`src/rtl/wave_gen_nco.sv`:
```
// Phase-accumulator waveform generator (ramp/triangle/square/DC) with amplitude
// scaling, configured at run time by a byte-command parser.
module wave_gen_nco #(
   parameter int unsigned          DATA_WIDTH  = 8,
   parameter int unsigned          ACC_WIDTH   = 24,
   parameter logic [ACC_WIDTH-1:0] DEFAULT_FTW = 24'h010000
) (
   input  logic                  clk,
   input  logic                  rst_n,
   input  logic                  enable,
   input  logic [7:0]            rx_data,
   input  logic                  new_rx_data,
   output logic [DATA_WIDTH-1:0] wave_out,
   output logic                  sync,
   output logic                  cmd_done,
   output logic                  parser_busy
);

   localparam int unsigned DW      = DATA_WIDTH;
   localparam int unsigned NBYTES  = ACC_WIDTH / 8;
   localparam logic [2:0]  NBYTES_C = 3'(NBYTES);
   localparam logic [DW-1:0] HALF  = {1'b1, {(DW-1){1'b0}}};

   localparam logic [7:0] CMD_FTW  = 8'h46;
   localparam logic [7:0] CMD_MODE = 8'h4D;
   localparam logic [7:0] CMD_AMP  = 8'h41;
   localparam logic [7:0] CMD_DUTY = 8'h44;
   localparam logic [7:0] CMD_RST  = 8'h52;

   typedef enum logic {S_IDLE, S_PAYLOAD} state_t;
   typedef enum logic [1:0] {T_FTW, T_MODE, T_AMP, T_DUTY} target_t;

   state_t  r_state,  w_state_next;
   target_t r_target, w_target_next;
   logic [2:0] r_count, w_count_next;

   logic [ACC_WIDTH-1:0] r_acc;
   logic                 r_carry;
   logic [ACC_WIDTH-1:0] r_ftw;
   logic [2:0]           r_mode;
   logic [7:0]           r_amp;
   logic [7:0]           r_duty;
   logic [ACC_WIDTH-1:0] r_shadow;
   logic [DW-1:0]        r_wave;
   logic                 r_sync;
   logic                 r_cmd_done;

   logic [ACC_WIDTH-1:0] w_shadow_next;
   logic                 w_shift;
   logic                 w_load_ftw;
   logic                 w_load_mode;
   logic                 w_load_amp;
   logic                 w_load_duty;
   logic                 w_clear;
   logic                 w_done;
   logic [ACC_WIDTH:0]   w_sum;
   logic [DW-1:0]        w_phase;
   logic [DW-1:0]        w_tri;
   logic [DW-1:0]        w_raw;
   logic [8:0]           w_amp_p1;
   logic [DW+7:0]        w_prod;
   logic [DW-1:0]        w_scaled;

   // ---------------- command parser ----------------
   always_ff @(posedge clk or negedge rst_n) begin
      if (!rst_n) begin
         r_state  <= S_IDLE;
         r_target <= T_FTW;
         r_count  <= '0;
      end else begin
         r_state  <= w_state_next;
         r_target <= w_target_next;
         r_count  <= w_count_next;
      end
   end

   assign w_shadow_next = (r_shadow << 8) | ACC_WIDTH'(rx_data);

   always_comb begin
      w_state_next  = r_state;
      w_target_next = r_target;
      w_count_next  = r_count;
      w_shift       = 1'b0;
      w_load_ftw    = 1'b0;
      w_load_mode   = 1'b0;
      w_load_amp    = 1'b0;
      w_load_duty   = 1'b0;
      w_clear       = 1'b0;
      w_done        = 1'b0;
      case (r_state)
         S_IDLE: begin
            if (new_rx_data) begin
               case (rx_data)
                  CMD_FTW: begin
                     w_state_next  = S_PAYLOAD;
                     w_target_next = T_FTW;
                     w_count_next  = NBYTES_C;
                  end
                  CMD_MODE: begin
                     w_state_next  = S_PAYLOAD;
                     w_target_next = T_MODE;
                     w_count_next  = 3'd1;
                  end
                  CMD_AMP: begin
                     w_state_next  = S_PAYLOAD;
                     w_target_next = T_AMP;
                     w_count_next  = 3'd1;
                  end
                  CMD_DUTY: begin
                     w_state_next  = S_PAYLOAD;
                     w_target_next = T_DUTY;
                     w_count_next  = 3'd1;
                  end
                  CMD_RST: begin
                     w_clear = 1'b1;
                     w_done  = 1'b1;
                  end
                  default: ;
               endcase
            end
         end
         S_PAYLOAD: begin
            if (new_rx_data) begin
               w_shift = 1'b1;
               if (r_count == 3'd1) begin
                  // Live register loads from the shadow including this final byte.
                  w_state_next = S_IDLE;
                  w_done       = 1'b1;
                  case (r_target)
                     T_FTW:   w_load_ftw  = 1'b1;
                     T_MODE:  w_load_mode = 1'b1;
                     T_AMP:   w_load_amp  = 1'b1;
                     T_DUTY:  w_load_duty = 1'b1;
                     default: ;
                  endcase
               end else begin
                  w_count_next = r_count - 3'd1;
               end
            end
         end
         default: w_state_next = S_IDLE;
      endcase
   end

   // ---------------- waveform datapath ----------------
   assign w_sum    = {1'b0, r_acc} + {1'b0, r_ftw};
   assign w_phase  = r_acc[ACC_WIDTH-1 -: DW];
   assign w_tri    = {w_phase[DW-2:0], 1'b0};
   assign w_amp_p1 = {1'b0, r_amp} + 9'd1;

   always_comb begin
      w_raw = '0;
      case (r_mode)
         3'd0:    w_raw = w_phase;
         3'd1:    w_raw = ~w_phase;
         3'd2:    w_raw = w_phase[DW-1] ? ~w_tri : w_tri;
         3'd3:    w_raw = (w_phase[DW-1 -: 8] < r_duty) ? '1 : '0;
         3'd4:    w_raw = HALF;
         default: w_raw = '0;
      endcase
   end

   // w * 256 never exceeds DW+8 bits, so this product is exact.
   assign w_prod   = {8'd0, w_raw} * {{(DW-1){1'b0}}, w_amp_p1};
   assign w_scaled = DW'(w_prod >> 8);

   always_ff @(posedge clk or negedge rst_n) begin
      if (!rst_n) begin
         r_acc      <= '0;
         r_carry    <= 1'b0;
         r_ftw      <= DEFAULT_FTW;
         r_mode     <= '0;
         r_amp      <= '1;
         r_duty     <= 8'h80;
         r_shadow   <= '0;
         r_wave     <= '0;
         r_sync     <= 1'b0;
         r_cmd_done <= 1'b0;
      end else begin
         // A clear overrides a simultaneous wrap so no sync follows it.
         if (w_clear) begin
            r_acc   <= '0;
            r_carry <= 1'b0;
         end else if (enable) begin
            r_acc   <= w_sum[ACC_WIDTH-1:0];
            r_carry <= w_sum[ACC_WIDTH];
         end else begin
            r_carry <= 1'b0;
         end
         if (w_shift)     r_shadow <= w_shadow_next;
         if (w_load_ftw)  r_ftw    <= w_shadow_next;
         if (w_load_mode) r_mode   <= w_shadow_next[2:0];
         if (w_load_amp)  r_amp    <= w_shadow_next[7:0];
         if (w_load_duty) r_duty   <= w_shadow_next[7:0];
         r_wave     <= w_scaled;
         r_sync     <= r_carry;
         r_cmd_done <= w_done;
      end
   end

   assign wave_out    = r_wave;
   assign sync        = r_sync;
   assign cmd_done    = r_cmd_done;
   assign parser_busy = (r_state == S_PAYLOAD);

endmodule

```
`config.mk`:
```
export PLATFORM = sky130hd
export DESIGN_NAME = wave_gen_nco
export DESIGN_NICKNAME = d
export VERILOG_FILES = /design/src/rtl/wave_gen_nco.sv
export SDC_FILE = /design/constraint.sdc
export NUM_CORES = 1
export LEC_CHECK = 0
export CORE_MARGIN = 3
export CORE_UTILIZATION = 57
export DETAILED_ROUTE_END_ITERATION = 10
export MAX_ROUTING_LAYER = met4
export PLACE_DENSITY = 0.78
export SETUP_SLACK_MARGIN = 0.5
export SYNTH_ARGS = -nofsm -noshare
export SYNTH_HDL_FRONTEND = slang
export SYNTH_SLANG_ARGS = --single-unit
```
`constraint.sdc`:
```
create_clock -name clk -period 5.4 [get_ports clk]
set_clock_uncertainty 0.05 [all_clocks]
set_input_delay 1.08 -clock clk [delete_from_list [all_inputs] [get_ports clk]]
set_output_delay 1.08 -clock clk [all_outputs]
set_load 0.05 [all_outputs]
```
# ---- Word level (Yosys, flattened, before mapping)
# Cells that the tools add are included.
dict set report totals {
  regBits 100
  latch_bits 0
  mem_bits_rw 0
  romBits 0
  inputBits 12
  output_inout_bits 11
  word_cells 89
  mem_count 0
}
dict set report classes {
  addsub 3
  n_mul 1
  n_div 0
  magnitude_cmp 1
  eq_ne 17
  shift 0
  mux 42
  n_bitwise 4
  n_reduce_logical 8
}
# op n
set ops {}
lappend ops {{$mux 24} 2}
lappend ops {{$eq 8x7->1 const B} 5}
lappend ops {{$pmux 8 s5} 1}
lappend ops {{$mux 1} 29}
lappend ops {{$add 24x24->25} 1}
lappend ops {{$or 24x8->24} 1}
lappend ops {{$mul 8x9->16} 1}
lappend ops {{$mux 8} 2}
lappend ops {{$not 8->8} 2}
lappend ops {{$pmux 3 s2} 2}
lappend ops {{$add 8x1->9 const B} 1}
lappend ops {{$mux 3} 3}
lappend ops {{$lt 8x8->1} 1}
lappend ops {{$pmux 2 s4} 1}
lappend ops {{$eq 3x1->1 const B} 2}
lappend ops {{$eq 3x2->1 const B} 2}
lappend ops {{$ne 2x2->1 const B} 3}
lappend ops {{$eq 2x2->1 const B} 2}
lappend ops {{$pmux 1 s2} 2}
lappend ops {{$reduce_and 4->1} 1}
lappend ops {{$reduce_bool 4->1} 1}
lappend ops {{$reduce_or 4->1} 1}
lappend ops {{$eq 3x3->1 const B} 1}
lappend ops {{$logic_not 3->1} 1}
lappend ops {{8 further kinds} 8}

# ---- Longest topological paths before layout
dict set report logic_depth {
  word_depth 5
  depth_mapped 27
  ltp_nobuf 26
}

# ---- Worst setup path before layout
# Ideal clock, no wire load.
dict set report synth_path {
  path_kind {register to register}
  start {register r_acc[17]}
  end {register r_wave[6] (netlist: wave_out[6])}
  setup_ps 128
  arrival_ps 5654
  path_slack_ps -431
  path_stages_with_launch 22
  path_cell_list {dfrtp_1 > ha_1 > a2111oi_0 > nor4_1 > or2_2 > clkbuf_1 > o21ai_0 > nand2_1 > fa_1 > fa_1 > inv_1 > fa_1 > fa_1 > ha_1 > a211oi_1 > o31a_1 > o31ai_1 > a221oi_1 > nor2_1 > nor3_1 > o21bai_1 > xor2_1}
}
dict set report synth_between {
  elab_chain_len 4
  word_cells_on_any_way 7
  classes_between {1 x mul; 1 x order compare; 3 x mux; 2 x bitwise}
}
# item line_no
set synth_rtl {}
lappend synth_rtl {{from (decl)} 37} ;# logic [ACC_WIDTH-1:0] r_acc;
lappend synth_rtl {{from (signal assigned)} 185} ;# r_acc <= w_sum[ACC_WIDTH-1:0];
lappend synth_rtl {{$lt 8x8->1 / $not 8->8 (equally long branches)} {157, 156}}
lappend synth_rtl {{$mux 8 (on tied branches)} {157, 156}}
lappend synth_rtl {{$pmux 8 s5 *} 153} ;# case (r_mode)
lappend synth_rtl {{$mul 8x9->16 *} 164} ;# assign w_prod = {8'd0, w_raw} * {{(DW-1){1'b0}}, w_amp_p1};
lappend synth_rtl {{via w_prod[14]} 61} ;# logic [DW+7:0] w_prod;
lappend synth_rtl {{to (signal assigned)} 195} ;# r_wave <= w_scaled;
lappend synth_rtl {{to (decl)} 44} ;# logic [DW-1:0] r_wave;
# Mark *: on every way through the listed nets, which the timed path passes. The rest lies on a longest branch.
# A chain may end at the register's enable or synchronous reset.

# ---- Final worst setup path
dict set report layout_path {
  start {register r_duty[7]}
  end {register r_wave[6] (netlist: wave_out[6])}
}
dict set report layout_between {
  elab_chain_len 4
}
# item line_no
set layout_rtl {}
lappend layout_rtl {{from (decl)} 42} ;# logic [7:0] r_duty;
lappend layout_rtl {{from (signal assigned)} 194} ;# if (w_load_duty) r_duty <= w_shadow_next[7:0];
lappend layout_rtl {{$lt 8x8->1} 157} ;# 3'd3: w_raw = (w_phase[DW-1 -: 8] < r_duty) ? '1 : '0;
lappend layout_rtl {{$mux 8} 157}
lappend layout_rtl {{$pmux 8 s5} 153}
lappend layout_rtl {{$mul 8x9->16} 164}
lappend layout_rtl {{via w_prod[14]} 61}
# The timed path passes the listed nets, and every way through them passes these cells.

==> tab_implementation.tex <==
\begin{tabular}{lr}
\hline
Metric & Value \\
\hline
\multicolumn{2}{l}{\textbf{Clock tree}} \\
Hold bufs inserted after CTS & 0 \\
Clock net sink count & 100 \\
Maximum buffer depth of the clock tree & 2 \\
H-tree depth & 3 \\
Clock latency at the later pin of the worst-skew pair & 360 ps \\
Clock Tree Root & sky130\_fd\_sc\_hd\_\_clkbuf\_16 \\
Number of buffers created by CTS & 9 \\
Worst-path clk slew & 70 ps \\
Clock tree from TritonCTS & yes \\
\multicolumn{2}{l}{\textbf{Global route}} \\
Remaining Overflow, GRT & 0 \\
Via count of the first global-routing pass & 5873 \\
First-pass GRT wire length & 28600 um \\
Initial antenna violation count & 0 \\
Largest net degree at the start of global routing & 69 \\
Overall Global Routing Usage & 24.9\% \\
\multicolumn{2}{l}{\textbf{Route}} \\
DRC & 0 \\
Number of detailed-routing iterations run before antenna repair & 4 \\
Count of antenna-violating nets left after detailed routing & 0 \\
Vias per cell & 5.76 \\
Routed wirelength normalized by instance count & 17.0 um \\
Detailed Route WL & 17000 um \\
Iter 0 DRT Violations & 278 \\
Number of vias in the routed layout & 5751 \\
\multicolumn{2}{l}{\textbf{Cells and area}} \\
Number of inserted diodes & 0 \\
Top library cells by usage in the layout, fill and taps aside & sky130\_fd\_sc\_hd\_\_dfrtp\_1, sky130\_fd\_sc\_hd\_\_inv\_1, sky130\_fd\_sc\_hd\_\_nor2\_1, sky130\_fd\_sc\_hd\_\_mux2\_2, sky130\_fd\_sc\_hd\_\_ha\_1 \\
Filler cells & 920 \\
Most common cell after layout, fill and taps aside & sky130\_fd\_sc\_hd\_\_dfrtp\_1 \\
Ratio of cells with drive above 1 in the final layout & 22.5\% \\
Area added between synthesis and finish & 17.2\% \\
Core occupancy in the finished layout & 69.5\% \\
Net total in the final layout & 941 \\
\multicolumn{2}{l}{\textbf{Logic synthesis}} \\
Post-synthesis sequential element count & 100 \\
Synthesized instance count & 769 \\
Synth Net Count & 888 \\
Post-synth EDFFs & 0 \\
Leading post-synthesis cells by cell area & sky130\_fd\_sc\_hd\_\_dfrtp\_1, sky130\_fd\_sc\_hd\_\_ha\_1, sky130\_fd\_sc\_hd\_\_fa\_1, sky130\_fd\_sc\_hd\_\_mux2\_2, sky130\_fd\_sc\_hd\_\_xnor2\_1 \\
Netlist Area Pre-Place & 7630 um\^{}2 \\
Cell accounting for the most synthesized area & sky130\_fd\_sc\_hd\_\_dfrtp\_1 \\
Share of synthesized registers carrying an async set or reset & 100\% \\
Syn avg cell area & 9.93 um\^{}2 \\
Yosys warning total & 0 \\
Number of distinct library cells after synthesis & 60 \\
Area share of the leading cell type in the synthesized netlist & 29.5\% \\
Sequential share of the synthesized area & 32.9\% \\
Most common flop cell mapped by yosys & sky130\_fd\_sc\_hd\_\_dfrtp\_1 \\
\multicolumn{2}{l}{\textbf{Timing}} \\
Final max-slew violation count & 0 \\
Worst slew slack as a fraction of its limit & 41.4\% \\
Post-route minimum period & 5380 ps \\
Highest clock rate & 0.186 GHz \\
Count of final setup violators & 0 \\
Final WS setup & 16.6 ps \\
RSZ-0062 raised after global routing & true \\
Transition time at the pin with the least slew margin & 873 ps \\
Count of final hold-check violations & 0 \\
Crit share post-route & 99.7\% \\
\multicolumn{2}{l}{\textbf{Floorplanning}} \\
Core region area & 12900 um\^{}2 \\
Die extent in y & 122 um \\
Number of rows created at floorplan & 41 \\
Floorplan die area & 14800 um\^{}2 \\
Die width & 122 um \\
I/O Pins & 23 \\
Effective utilization at floorplan & 59.3\% \\
\multicolumn{2}{l}{\textbf{Min path}} \\
Endpoint of the worst hold-timing path & sync\$\_DFF\_PN0\_ \\
Type of the most critical hold path & flop to flop \\
Count of cells along the worst hold path & 0 \\
Worst min-delay path startpoint & r\_carry\$\_DFF\_PN0\_ \\
\multicolumn{2}{l}{\textbf{Critical path}} \\
Longest individual stage delay on the worst path & 530 ps \\
Reg-to-Reg End & wave\_out[6]\$\_DFF\_PN0\_ \\
Worst-path maximum fanout & 5 \\
Worst path arrival time & 5580 ps \\
Cell type of the slowest stage on the worst timing path & sky130\_fd\_sc\_hd\_\_dfstp\_2 \\
Required time reported for the critical path endpoint & 5590 ps \\
Crit-path most repeated cell & sky130\_fd\_sc\_hd\_\_fa\_1 \\
Nature of the critical path startpoint & flop \\
Startpoint of the worst-slack reg-to-reg timing path & r\_duty[7]\$\_DFFE\_PN1P\_ \\
Critical path class & flop to flop \\
Depth of the worst register-to-register path & 23 \\
Critical path cell sequence & inv\_1 -> ha\_4 -> nand4bb\_1 -> a21oi\_2 -> o21ai\_2 -> or2\_4 -> o21ai\_4 -> buf\_6 -> nand2\_1 -> fa\_1 -> fa\_1 -> inv\_1 -> fa\_1 -> fa\_1 -> ha\_2 -> a211oi\_2 -> o31a\_1 -> o31ai\_2 -> a221oi\_4 -> nor2\_4 -> nor3\_4 -> o21bai\_2 -> xor2\_1 \\
CP Capture Type & flop \\
Setup slack, reg-to-reg & 20 ps \\
\multicolumn{2}{l}{\textbf{Power}} \\
Total power density per cell area & 468 nW/um\^{}2 \\
Leakage & 4.12 nW \\
Max rail drop VDD & 0.000405 V \\
\multicolumn{2}{l}{\textbf{Run}} \\
Max-cap violation count & 0 \\
\multicolumn{2}{l}{\textbf{Run status}} \\
Outcome & finished, final reports clean \\
\multicolumn{2}{l}{\textbf{Placement}} \\
Number of buffers added on ports & 22 \\
Last weighted congestion value of the routability-driven placer & 0.952 \\
Dpl ws & -222 ps \\
Post-detailed-placement half-perimeter wirelength & 12500 um \\
\hline
\end{tabular}
state kept, by name (all words and copies together), names as in the netlist:
name / cells
wave_out: 8
r_shadow: 16
r_mode: 3
parser_busy: 1
sync: 1
r_duty: 8
r_amp: 8
cmd_done: 1
r_target: 2
r_acc: 24
r_ftw: 24
r_carry: 1
r_count: 3
worst max-delay path, delay by kind of cell, from the launching register on:
kind | cells | cell delay [ps]
adders and majority gates | 6 | 2250
AOI/OAI and AO/OA | 8 | 1210
and+or+nand+nor | 5 | 840
DFF | 1 | 530
buffers and inverters | 3 | 250
xor gates and xnor gates | 1 | 140
where the power goes:
part | internal, mW | leakage, nW | total (mW) | switching (mW)
Combinational | 1.06 | 2.74 | 2.28 | 1.22
Clock | 0.338 | 0.143 | 0.648 | 0.311
Sequential | 1.05 | 1.24 | 1.26 | 0.211
timing repair:
action                                  4_1_cts  5_1_grt
setup buffers                                 3        7
endpoints found under the setup margin        8        8
pin swaps                                    14       18
cloned                                        1        0
gates resized for setup                      21       25
worst max-delay path by stage:
stage,startpoint,endpoint,slack [ps],cells past startpoint
after floorplan,r_acc[16]$_DFFE_PN0P_,wave_out[7]$_DFF_PN0_,150,24
after global placement,r_duty[7]$_DFFE_PN1P_,wave_out[7]$_DFF_PN0_,-10,22
after detailed placement,r_duty[7]$_DFFE_PN1P_,wave_out[7]$_DFF_PN0_,-220,22
after CTS,r_duty[7]$_DFFE_PN1P_,wave_out[7]$_DFF_PN0_,-20,22
after global routing,r_duty[7]$_DFFE_PN1P_,wave_out[6]$_DFF_PN0_,-240,24
final,r_duty[7]$_DFFE_PN1P_,wave_out[6]$_DFF_PN0_,20,23
routing by layer:
| layer | vias to the layer above | part of all wire [%] | global-route usage (%) |
|---|---|---|---|
| met5 | - | 0 | - |
| met4 | 0 | 1.4 | 5.88 |
| met3 | 21 | 3.3 | 3.76 |
| met2 | 124 | 50 | 40.9 |
| met1 | 2888 | 45 | 33.1 |
| li1 | 2718 | - | - |
kinds of logic (layout without fill, tap and decap cells):
family / Yosys count / in the layout / synth area share [%]
fa+ha+maj: 107 / 107 / 21.6
mux: 79 / 79 / 11.3
flops: 100 / 100 / 32.9
buf+inv: 99 / 156 / 4.92
compound gates: 114 / 114 / 9.74
simple gates: 222 / 223 / 14.0
xor+xnor: 48 / 48 / 5.51
final cells by class:
type | instances | area, um^2 | area share [%]
clock buffers | 11 | 243 | 2.71
clock inverters | 5 | 55.1 | 0.615
inverters | 73 | 274 | 3.06
multi-input cells | 571 | 5080 | 56.8
flip-flops and latches | 100 | 2520 | 28.1
well taps | 172 | 215 | 2.40
repair buffers | 67 | 563 | 6.29
synthesized netlist by cell type (2+ instances only):
cell type,n
sky130_fd_sc_hd__nor3_1,18
sky130_fd_sc_hd__nor4bb_1,4
sky130_fd_sc_hd__dfrtp_1,90
sky130_fd_sc_hd__o31a_1,2
sky130_fd_sc_hd__fa_1,41
sky130_fd_sc_hd__nor4_1,3
sky130_fd_sc_hd__mux2_2,59
sky130_fd_sc_hd__nand3_1,13
sky130_fd_sc_hd__inv_1,73
sky130_fd_sc_hd__a31oi_1,2
sky130_fd_sc_hd__dfstp_2,10
sky130_fd_sc_hd__buf_1,6
sky130_fd_sc_hd__nor4b_1,2
sky130_fd_sc_hd__o221ai_1,2
sky130_fd_sc_hd__a21oi_1,31
sky130_fd_sc_hd__mux2i_1,20
sky130_fd_sc_hd__xor2_1,13
sky130_fd_sc_hd__nor2_1,69
sky130_fd_sc_hd__o21ai_1,3
sky130_fd_sc_hd__and3_1,3
sky130_fd_sc_hd__nand2_1,63
sky130_fd_sc_hd__nand4_1,2
sky130_fd_sc_hd__and2_1,19
sky130_fd_sc_hd__ha_1,66
sky130_fd_sc_hd__buf_2,3
sky130_fd_sc_hd__clkbuf_1,17
sky130_fd_sc_hd__xnor2_1,35
sky130_fd_sc_hd__o21bai_1,2
sky130_fd_sc_hd__a21o_1,7
sky130_fd_sc_hd__o21a_1,10
sky130_fd_sc_hd__nand2b_1,6
sky130_fd_sc_hd__a221oi_1,2
sky130_fd_sc_hd__a211oi_1,15
sky130_fd_sc_hd__o21ai_0,23
sky130_fd_sc_hd__a211o_1,2
sky130_fd_sc_hd__nor3b_1,2
sky130_fd_sc_hd__nor2b_1,6
sky130_fd_sc_hd__or2_2,3
stage by stage:
stage                     TNS, ps  cell area [um^2]  hold slack [ps]  power (mW)  std cells
after global placement      -12.7              8350              286        3.34        972
after floorplan                 0              7780              281        2.93        769
after detailed placement     -760              8350              291        3.46        972
after global routing        -1030              8950              330        4.51        999
after CTS                   -36.2              8790              307        4.16        992
final                           0              8950              302        4.19        999
No activity file was read; power rests on OpenSTA's default activity.
